File: config.mk
export PLATFORM = sky130hd
export DESIGN_NAME = modsub256_seq_ctrl_flat
export DESIGN_NICKNAME = d
export VERILOG_FILES = /design/src/rtl/modsub256_seq_ctrl_pkg.sv /design/src/rtl/modsub256_seq_ctrl_if.sv /design/src/rtl/modsub256_seq_ctrl_limb_sub.sv /design/src/rtl/modsub256_seq_ctrl.sv /design/src/flat_wrapper.sv
export SDC_FILE = /design/constraint.sdc
export NUM_CORES = 2
export LEC_CHECK = 0
export ABC_AREA = 0
export CORE_AREA = 5 5 402 404
export CTS_CLUSTER_SIZE = 14
export DETAILED_ROUTE_END_ITERATION = 8
export DIE_AREA = 0 0 407 409
export GPL_TIMING_DRIVEN = 0
export PLACE_DENSITY = 0.62
export SYNTH_ARGS = -nofsm -noshare
export SYNTH_HDL_FRONTEND = slang
export SYNTH_SLANG_ARGS = --single-unit
File: constraint.sdc
create_clock -name clk -period 12.4 [get_ports clk]
set_input_delay 1.86 -clock clk [delete_from_list [all_inputs] [get_ports clk]]
set_output_delay 1.86 -clock clk [all_outputs]
set_load 0.03 [all_outputs]
File: src/rtl/modsub256_seq_ctrl_pkg.sv
// Shared ECC limb-arithmetic definitions: operand geometry, sequencer states
// and the limb-index type.
package ecc_arith_pkg;
  localparam int unsigned W       = 64;
  localparam int unsigned N_LIMBS = 4;
  localparam int unsigned OP_W    = W * N_LIMBS;

  typedef enum logic [1:0] {
    IDLE = 2'd0,
    SUB  = 2'd1,
    FIX  = 2'd2,
    DONE = 2'd3
  } state_t;

  typedef logic [$clog2(N_LIMBS)-1:0] limb_idx_t;
endpackage

File: src/rtl/modsub256_seq_ctrl_if.sv
// Start/done handshake and operand/result bus between the point-arithmetic
// scheduler (master) and the modular subtraction sequencer (slave).
interface modsub256_seq_ctrl_if
  import ecc_arith_pkg::*;
#(
  parameter int unsigned OP_W_P = OP_W
);
  logic              i_start;
  logic [OP_W_P-1:0] i_a;
  logic [OP_W_P-1:0] i_b;
  logic [OP_W_P-1:0] i_p;
  logic              o_busy;
  logic              o_done;
  logic [OP_W_P-1:0] o_result;

  modport master (output i_start, i_a, i_b, i_p, input o_busy, o_done, o_result);
  modport slave  (input i_start, i_a, i_b, i_p, output o_busy, o_done, o_result);
endinterface

File: src/rtl/modsub256_seq_ctrl_limb_sub.sv
// Single-limb subtractor with borrow in/out: {bout, d} = x - y - bin.
module limb_sub_w #(
  parameter int unsigned W = 64
) (
  input  logic [W-1:0] i_x,
  input  logic [W-1:0] i_y,
  input  logic         i_bin,
  output logic [W-1:0] o_d,
  output logic         o_bout
);
  logic [W:0] w_diff;

  assign w_diff = {1'b0, i_x} - {1'b0, i_y} - {{W{1'b0}}, i_bin};
  assign o_d    = w_diff[W-1:0];
  assign o_bout = w_diff[W];
endmodule

File: src/rtl/modsub256_seq_ctrl.sv
// Limb-serial (a - b) mod p: a SUB pass, then an optional FIX pass computing
// r - (~(p & neg)) - 1, i.e. r + p when the first pass underflowed.
module modsub256_seq_ctrl
  import ecc_arith_pkg::*;
#(
  parameter int unsigned W          = ecc_arith_pkg::W,
  parameter int unsigned N_LIMBS    = ecc_arith_pkg::N_LIMBS,
  parameter bit          CONST_TIME = 1'b0
) (
  input  logic                 clk,
  input  logic                 rst,
  modsub256_seq_ctrl_if.slave  bus
);
  localparam int unsigned OPW   = W * N_LIMBS;
  localparam int unsigned IDX_W = (N_LIMBS > 1) ? $clog2(N_LIMBS) : 1;
  localparam logic [IDX_W-1:0] LAST = IDX_W'(N_LIMBS - 1);

  state_t           r_state;
  logic [OPW-1:0]   r_a;
  logic [OPW-1:0]   r_b;
  logic [OPW-1:0]   r_p;
  logic [OPW-1:0]   r_res;
  logic [IDX_W-1:0] r_idx;
  logic             r_borrow;
  logic             r_neg;

  logic [W-1:0]     w_x;
  logic [W-1:0]     w_y;
  logic [W-1:0]     w_d;
  logic             w_bout;

  // One shared subtractor; FIX subtracts ~(p & neg) from the partial result.
  always_comb begin
    w_x = r_a[r_idx*W +: W];
    w_y = r_b[r_idx*W +: W];
    if (r_state == FIX) begin
      w_x = r_res[r_idx*W +: W];
      w_y = ~(r_p[r_idx*W +: W] & {W{r_neg}});
    end
  end

  limb_sub_w #(.W(W)) u_limb_sub (
    .i_x   (w_x),
    .i_y   (w_y),
    .i_bin (r_borrow),
    .o_d   (w_d),
    .o_bout(w_bout)
  );

  always_ff @(posedge clk) begin
    if (rst) begin
      r_state  <= IDLE;
      r_a      <= '0;
      r_b      <= '0;
      r_p      <= '0;
      r_res    <= '0;
      r_idx    <= '0;
      r_borrow <= 1'b0;
      r_neg    <= 1'b0;
    end else begin
      case (r_state)
        IDLE: begin
          if (bus.i_start) begin
            r_a      <= bus.i_a;
            r_b      <= bus.i_b;
            r_p      <= bus.i_p;
            r_idx    <= '0;
            r_borrow <= 1'b0;
            r_state  <= SUB;
          end
        end
        SUB: begin
          r_res[r_idx*W +: W] <= w_d;
          r_borrow            <= w_bout;
          r_idx               <= r_idx + 1'b1;
          if (r_idx == LAST) begin
            r_neg <= w_bout;
            r_idx <= '0;
            if (w_bout || CONST_TIME) begin
              r_borrow <= 1'b1;
              r_state  <= FIX;
            end else begin
              r_state  <= DONE;
            end
          end
        end
        FIX: begin
          r_res[r_idx*W +: W] <= w_d;
          r_borrow            <= w_bout;
          r_idx               <= r_idx + 1'b1;
          if (r_idx == LAST) begin
            r_idx   <= '0;
            r_state <= DONE;
          end
        end
        DONE: r_state <= IDLE;
        default: r_state <= IDLE;
      endcase
    end
  end

  assign bus.o_busy   = (r_state != IDLE);
  assign bus.o_done   = (r_state == DONE);
  assign bus.o_result = r_res;
endmodule

File: src/flat_wrapper.sv
// flat-port wrapper written by rule: the top's interface ports become plain ports
module modsub256_seq_ctrl_flat import ecc_arith_pkg::*;
#(
  parameter int unsigned W          = ecc_arith_pkg::W,
  parameter int unsigned N_LIMBS    = ecc_arith_pkg::N_LIMBS,
  parameter bit          CONST_TIME = 1'b0
)
  (clk, rst, bus_i_start, bus_i_a, bus_i_b, bus_i_p, bus_o_busy, bus_o_done, bus_o_result);
  modsub256_seq_ctrl_if bus_i ();
  input  logic clk;
  input  logic rst;
  input wire logic [$bits(bus_i.i_start)-1:0] bus_i_start;
  input wire logic [$bits(bus_i.i_a)-1:0] bus_i_a;
  input wire logic [$bits(bus_i.i_b)-1:0] bus_i_b;
  input wire logic [$bits(bus_i.i_p)-1:0] bus_i_p;
  output wire logic [$bits(bus_i.o_busy)-1:0] bus_o_busy;
  output wire logic [$bits(bus_i.o_done)-1:0] bus_o_done;
  output wire logic [$bits(bus_i.o_result)-1:0] bus_o_result;
  assign bus_i.i_start = bus_i_start;
  assign bus_i.i_a = bus_i_a;
  assign bus_i.i_b = bus_i_b;
  assign bus_i.i_p = bus_i_p;
  assign bus_o_busy = bus_i.o_busy;
  assign bus_o_done = bus_i.o_done;
  assign bus_o_result = bus_i.o_result;
  modsub256_seq_ctrl #(.W(W), .N_LIMBS(N_LIMBS), .CONST_TIME(CONST_TIME)) u_core (.clk(clk), .rst(rst), .bus(bus_i));
endmodule
**Word level (Yosys, flattened, before mapping)**

Cells that the tools add are included.

- Register bits: 1030
- Output and inout port bits: 258
- Logic and storage cells: 52

- Bitwise gates (word level): 2
- Equal/unequal tests: 7
- Shift-type cells: 6
- Add/subtract/negate cells: 4
- Multiplexer cells: 15
- Reductions and logical operators: 10

Operators with widths:

| kind | number |
|---|---|
| 256-bit by 9-bit variable part select with 64-bit output | 4 |
| 256-bit bitwise mux | 1 |
| 64-bit by 34-bit variable shift with 256-bit output (first input constant) | 1 |
| 64-bit by 34-bit variable part select with 256-bit output | 1 |
| 64-bit two-way mux | 2 |
| 64-bit by 64-bit subtractor with 65-bit output | 1 |
| 65-bit by 1-bit subtractor with 65-bit output | 1 |
| 64-bit bitwise AND | 1 |
| 64-bit inverter | 1 |
| 8-bit negator with 34-bit output | 1 |
| 2-bit two-way mux | 5 |
| 2-bit one-hot mux with 4 select lines | 1 |
| 2-bit AND reduction | 4 |
| 2-bit equality test (second input constant) | 3 |
| 1-bit two-way mux | 4 |
| 2-bit inequality test (second input constant) | 2 |
| 2-bit one-hot mux with 2 select lines | 1 |
| 2-bit nonzero test | 2 |
| 1-bit one-hot mux with 3 select lines | 1 |
| 3-bit AND reduction | 1 |
| 3-bit nonzero test | 1 |
| 2-bit by 1-bit adder with 2-bit output (second input constant) | 1 |
| 2-bit by 1-bit equality test with 1-bit output (second input constant) | 1 |
| 2-bit logical NOT | 1 |
| other kinds (2) | 2 |

**Longest topological paths before layout**

- Word-level depth: 9
- Depth in mapped cells: 22
- Depth with buffers taken out: 17

**Hierarchy**

From an unflattened synthesis, not the netlist that was laid out.

- Cell total of the unflattened synthesis: 5990
- Area, all modules: 48018.6 µm²

By module, submodules not included:

| module | cells each | times used | seq. area each (µm²) | area each (µm²) |
|---|---|---|---|---|
| modsub256_seq_ctrl | 5166 | 1 | 20619.8 | 42684.7 |
| limb_sub_w | 824 | 1 | 0.0 | 5333.9 |

**Worst setup path after synthesis**

No wires, ideal clock.

- Path kind: reg-to-reg
- From: reg u_core.r_idx[0]
- To: reg u_core.r_res[125], in the netlist u_core.bus.o_result[125]
- Buffers on the path: 3
- Setup time: 122 ps
- Cell stages (with the launch flop): 19
- Data required time: 12278 ps
- Arrival: 5040 ps
- Clock period less this slack: 5162 ps
- Setup slack: 7238 ps
- Path through: dfxtp_1 -> clkbuf_1 -> buf_1 -> buf_1 -> mux4_2 -> mux2i_1 -> ha_1 -> inv_1 -> ha_1 -> a21o_1 -> a31o_1 -> a311oi_2 -> a21oi_1 -> nor4_2 -> o21ai_2 -> a31o_4 -> a41oi_4 -> nor4_1 -> a221o_1

- Word-level cells in the longest chain between the ends: 8
- Elaborated cells between the ends (all ways): 14

RTL lines:

| element | line | source |
|---|---|---|
| start, declared | modsub256_seq_ctrl.sv:23 | `logic [IDX_W-1:0] r_idx;` |
| start signal, assigned | modsub256_seq_ctrl.sv:75 | `r_idx <= r_idx + 1'b1;` |
| start signal, assigned | modsub256_seq_ctrl.sv:90 | `r_idx <= r_idx + 1'b1;` |
| 256-bit by 9-bit variable part select with 64-bit output | modsub256_seq_ctrl.sv:38 | `w_y = ~(r_p[r_idx*W +: W] & {W{r_neg}});` |
| 64-bit bitwise AND | modsub256_seq_ctrl.sv:38 |  |
| 64-bit inverter | modsub256_seq_ctrl.sv:38 |  |
| 64-bit two-way mux | modsub256_seq_ctrl.sv:36 | `if (r_state == FIX) begin` |
| 64-bit by 64-bit subtractor with 65-bit output | modsub256_seq_ctrl_limb_sub.sv:13 | `assign w_diff = {1'b0, i_x} - {1'b0, i_y} - {{W{1'b0}}, i_bin};` |
| 65-bit by 1-bit subtractor with 65-bit output | modsub256_seq_ctrl_limb_sub.sv:13 |  |
| 64-bit by 34-bit variable part select with 256-bit output | modsub256_seq_ctrl.sv:73, modsub256_seq_ctrl.sv:88 |  |
| 256-bit bitwise mux * | modsub256_seq_ctrl.sv:73, modsub256_seq_ctrl.sv:88 |  |
| end signal, assigned by index | modsub256_seq_ctrl.sv:73 | `r_res[r_idx*W +: W] <= w_d;` |
| end signal, assigned by index | modsub256_seq_ctrl.sv:88 | `r_res[r_idx*W +: W] <= w_d;` |
| end, declared | modsub256_seq_ctrl.sv:22 | `logic [OPW-1:0] r_res;` |

Every way passes the cells marked *; elsewhere a longest branch is shown, timed or not.
A chain may end at the register's enable or synchronous reset.

**Final worst setup path**

- From: reg u_core.r_idx[0]
- To: reg u_core.r_res[62], in the netlist u_core.bus.o_result[62]

The elaborated chain is that of the path after synthesis.

==> qor.csv <==
stage,metric,value,unit
yosys,Mapped Cells,5596,
floorplanning,Die Ht,409,µm
run,max_cap viols,0,
detailed_routing,post-route ant nets,0,
final_layout,share of cells above drive strength 1,7.30,%
detailed_routing,WL/cell,29.7,µm
yosys,syn nets,6505,
detailed_routing,final WL,265000,µm
global_route,initial antenna violation count,67,
critical_path,reg2reg path depth,18,
clock_network,clock sink count,1030,
clock_network,CTS Buffer Depth,3,
floorplanning,I/O pin cnt,1029,
critical_path,CP endpoint kind,flop,
yosys,Synth Register Bits,1030,
status,outcome,completed,
clock_network,setup bufs post-CTS,0,
clock_network,TritonCTS Buffers,113,
final_layout,"most common cell after layout, fill and taps aside",nand2_1,
detailed_routing,Iteration-0 DRC Markers,4139,
critical_path,cell family with most CP delay,buffers and inverters,
yosys,Yosys top cell by area,dfxtp_1,
clock_network,CTS root buf,clkbuf_16,
floorplanning,Starting Density,30.2,%
timing,final setup vio count,0,
timing,achievable frequency,112,MHz
global_route,met2 Track Usage GR,52.0,%
timing,Fin. Hold Viols,0,
critical_path,critical path type,flop to flop,
critical_path,R2R setup slack,3.50,ns
yosys,Synth async-reset ratio,0,%
power,Lkg Pwr,23.8,nW
critical_path,CP Cell Sequence,clkbuf_1 > clkbuf_1 > buf_1 > mux4_2 > a21oi_1 > ha_1 > inv_1 > ha_1 > nand4_1 > nor3_1 > nand4_1 > a2111oi_0 > nor2_1 > o31ai_4 > a21oi_1 > nor4b_1 > nor3_1 > o21ai_0,
yosys,Netlist cell types,73,
yosys,top_reg_cell synth,dfxtp_1,
global_route,grt total ovfl,0,
power,Max VDD drop,0.000186,V
global_route,Top Usage Layer GRT,met2,
yosys,largest cells by area after synthesis,"dfxtp_1 (43%), nand2_1 (13%), mux4_2 (12%)",
clock_network,"Clk Latency, worst-skew pair",0.74,ns
critical_path,Worst EP arrival,9.49,ns
clock_network,Post-CTS Hold Buffers,0,
final_layout,nets,7655,
yosys,post-synth top area share,43.3,%
yosys,post-synthesis sequential area ratio,43.3,%
clock_network,post-CTS sizing,0,
clock_network,"Clk pin slew, worst setup/hold paths",0.06,ns
global_route,met1 usage,35.7,%
timing,Final period util,71.8,%
timing,Slew Limit Fails,0,
placed_design,Buffers on Ports,1028,
floorplanning,die area,166000,µm²
critical_path,RR Endpoint,u_core.bus.o_result[62]$_SDFFE_PP0P_,
detailed_routing,DR vias/cell,5.33,
timing,Worst Max-Slew Pin Slew,1.49,ns
global_route,first-pass GRT wire length,360000,µm
critical_path,"Largest stage delay, worst path",1.02,ns
global_route,largest net degree at the start of global routing,16,
timing,RSZ-0062 raised after global routing,false,
final_layout,Final Core Density,40.9,%
timing,Worst Clk Skew,0.0205,ns
global_route,GR Layer Usage met3,7.58,%
timing,Slew HR,0.922,%
placed_design,Routability Congestion,0.973,
detailed_routing,Vias,47600,
timing,final setup TNS,0,ns
power,PwrDens,271,nW/µm²
critical_path,r2r startpoint,u_core.r_idx[0]$_SDFFE_PP0P_,
floorplanning,# rows,146,
placed_design,hpwl dp,220000,µm
clock_network,htree depth,3,
critical_path,CP max-delay cell,buf_1,
final_layout,"commonest non-fill, non-tap cells in the layout","nand2_1 (1609), dfxtp_1 (1030), clkdlybuf4s50_1 (1028)",
min_path,hold path start,u_core.r_b[188]$_SDFFE_PP0P_,
critical_path,CP max FO,10,
yosys,"EDFF count, synth",0,
global_route,number of global-route vias before repair,47800,
global_route,Total Routing Usage GR,30.6,%
critical_path,WP data required,12.99,ns
floorplanning,die width,407,µm
detailed_routing,Pre-antenna DRT Iters,7,
critical_path,Crit path buffers/inverters,4,
min_path,Worst Hold Path EP,u_core.r_b[188]$_SDFFE_PP0P_,
clock_network,CTS tree,built,
min_path,Min-Delay Path Depth,2,
min_path,Worst Hold Class,flop to flop,
detailed_routing,Post-route DRC,0,
timing,fin crit period,8.90,ns
yosys,Yosys Warn Count,0,
yosys,Avg Inst Size Synth,8.50,µm²
critical_path,CP Launch Type,flop,
yosys,synthesized area,47600,µm²
final_layout,Synth-to-Final Area Change,35.5,%
floorplanning,core footprint,157000,µm²
## power by group
part | internal, W | leakage [nW] | switching [W] | total (W)
logic | 0.00311 | 13.6 | 0.00682 | 0.00993
clock network | 0.00195 | 1.86 | 0.00149 | 0.00344
registers | 0.00378 | 8.42 | 0.000299 | 0.00408
## layout make-up
cell class                      count  area (µm²)
Tap cell                         2072        2590
Antenna cell                       38        95.1
Fill cell                       16000       93000
Timing Repair Buffer             1035       10400
Sequential cell                  1030       20600
Buffer                            446        1710
Clock buffer                      158        3290
Inverter                          151         567
Clock inverter                     47         440
Multi-Input combinational cell   3969       24700
## registers in the layout, summed over array words and instances (netlist names)
| signal | cells |
|---|---|
| u_core.bus.o_result | 256 |
| u_core.r_p | 256 |
| u_core.r_idx | 2 |
| u_core.r_borrow | 1 |
| u_core.r_neg | 1 |
| u_core.r_b | 256 |
| u_core.r_state | 2 |
| u_core.r_a | 256 |
## worst max-delay path by stage
stage,cells after the start,from,end
CTS,19,u_core.r_idx[0]$_SDFFE_PP0P_,u_core.bus.o_result[62]$_SDFFE_PP0P_
detailed placement,19,u_core.r_idx[0]$_SDFFE_PP0P_,u_core.bus.o_result[126]$_SDFFE_PP0P_
global route,18,u_core.r_idx[0]$_SDFFE_PP0P_,u_core.bus.o_result[62]$_SDFFE_PP0P_
global placement,19,u_core.r_idx[0]$_SDFFE_PP0P_,u_core.bus.o_result[62]$_SDFFE_PP0P_
finish,18,u_core.r_idx[0]$_SDFFE_PP0P_,u_core.bus.o_result[62]$_SDFFE_PP0P_
floorplan,18,u_core.r_idx[0]$_SDFFE_PP0P_,u_core.bus.o_result[125]$_SDFFE_PP0P_
## synthesized netlist by cell type, types with 3 or more instances
| master | number |
|---|---|
| a21oi_1 | 934 |
| nand4_1 | 21 |
| inv_1 | 151 |
| o21ai_1 | 4 |
| o311ai_0 | 4 |
| a211oi_1 | 8 |
| nand2b_1 | 16 |
| or3_1 | 4 |
| nor2b_1 | 12 |
| nor3_1 | 28 |
| a22oi_1 | 192 |
| xor2_1 | 23 |
| a31oi_1 | 8 |
| o21a_1 | 6 |
| o21bai_1 | 18 |
| or4_1 | 3 |
| o31ai_1 | 6 |
| nor4_1 | 9 |
| clkbuf_1 | 394 |
| buf_1 | 42 |
| and3_1 | 7 |
| nand2_1 | 1609 |
| o211ai_1 | 3 |
| nor2_1 | 323 |
| o22ai_1 | 5 |
| a221oi_1 | 3 |
| a2bb2oi_1 | 3 |
| ha_1 | 136 |
| dfxtp_1 | 1030 |
| mux2i_1 | 70 |
| o21ai_0 | 77 |
| xnor2_1 | 32 |
| nand3b_1 | 41 |
| nand3_1 | 17 |
| and2_1 | 6 |
| a41oi_1 | 4 |
| mux4_2 | 253 |
| a221o_1 | 5 |
| a31o_2 | 4 |
| a21o_1 | 34 |
| buf_2 | 10 |
## kinds of logic after synthesis
family          count (synthesis)  share of synthesized area (%)
xor+xnor                       55                           1.01
flops                        1030                           43.3
compound gates               1344                           16.1
buf+inv                       597                           4.74
simple gates                 2107                           17.6
mux                           325                           13.5
fa+ha+maj                     138                           3.66
## worst register-to-register path, cell delays in order (launching register included)
cell	delay [ns]
dfxtp_1	0.47
clkbuf_1	0.61
clkbuf_1	0.84
buf_1	1.03
mux4_2	0.68
a21oi_1	0.82
ha_1	0.30
inv_1	0.05
ha_1	0.40
nand4_1	0.17
nor3_1	0.44
nand4_1	0.22
a2111oi_0	0.61
nor2_1	0.36
o31ai_4	0.42
a21oi_1	0.28
nor4b_1	0.23
nor3_1	0.64
o21ai_0	0.19
## through the flow
| stage | hold WS, ns | worst slack (ns) | cell area [µm²] | instances | total power [W] |
|---|---|---|---|---|---|
| after global routing | 0.467 | 3.24 | 64400 | 8923 | 0.0183 |
| after CTS | 0.452 | 3.59 | 64300 | 8908 | 0.0174 |
| after global placement | 0.439 | 3.64 | 60500 | 8696 | 0.0138 |
| after detailed placement | 0.444 | 3.64 | 60600 | 8703 | 0.0139 |
| final | 0.451 | 3.50 | 64400 | 8946 | 0.0174 |
| after floorplan | 0.433 | 7.24 | 47600 | 5596 | 0.0101 |
## routing by layer
layer | share of wire [%] | wire (µm) | vias to the layer above
li1 | - | - | 21600
met1 | 38 | 100000 | 23200
met2 | 48 | 127000 | 2337
met3 | 8.5 | 22600 | 506
met4 | 5.7 | 15300 | 32
met5 | 0.082 | 218 | -
Power figures use the tool's default switching activity.
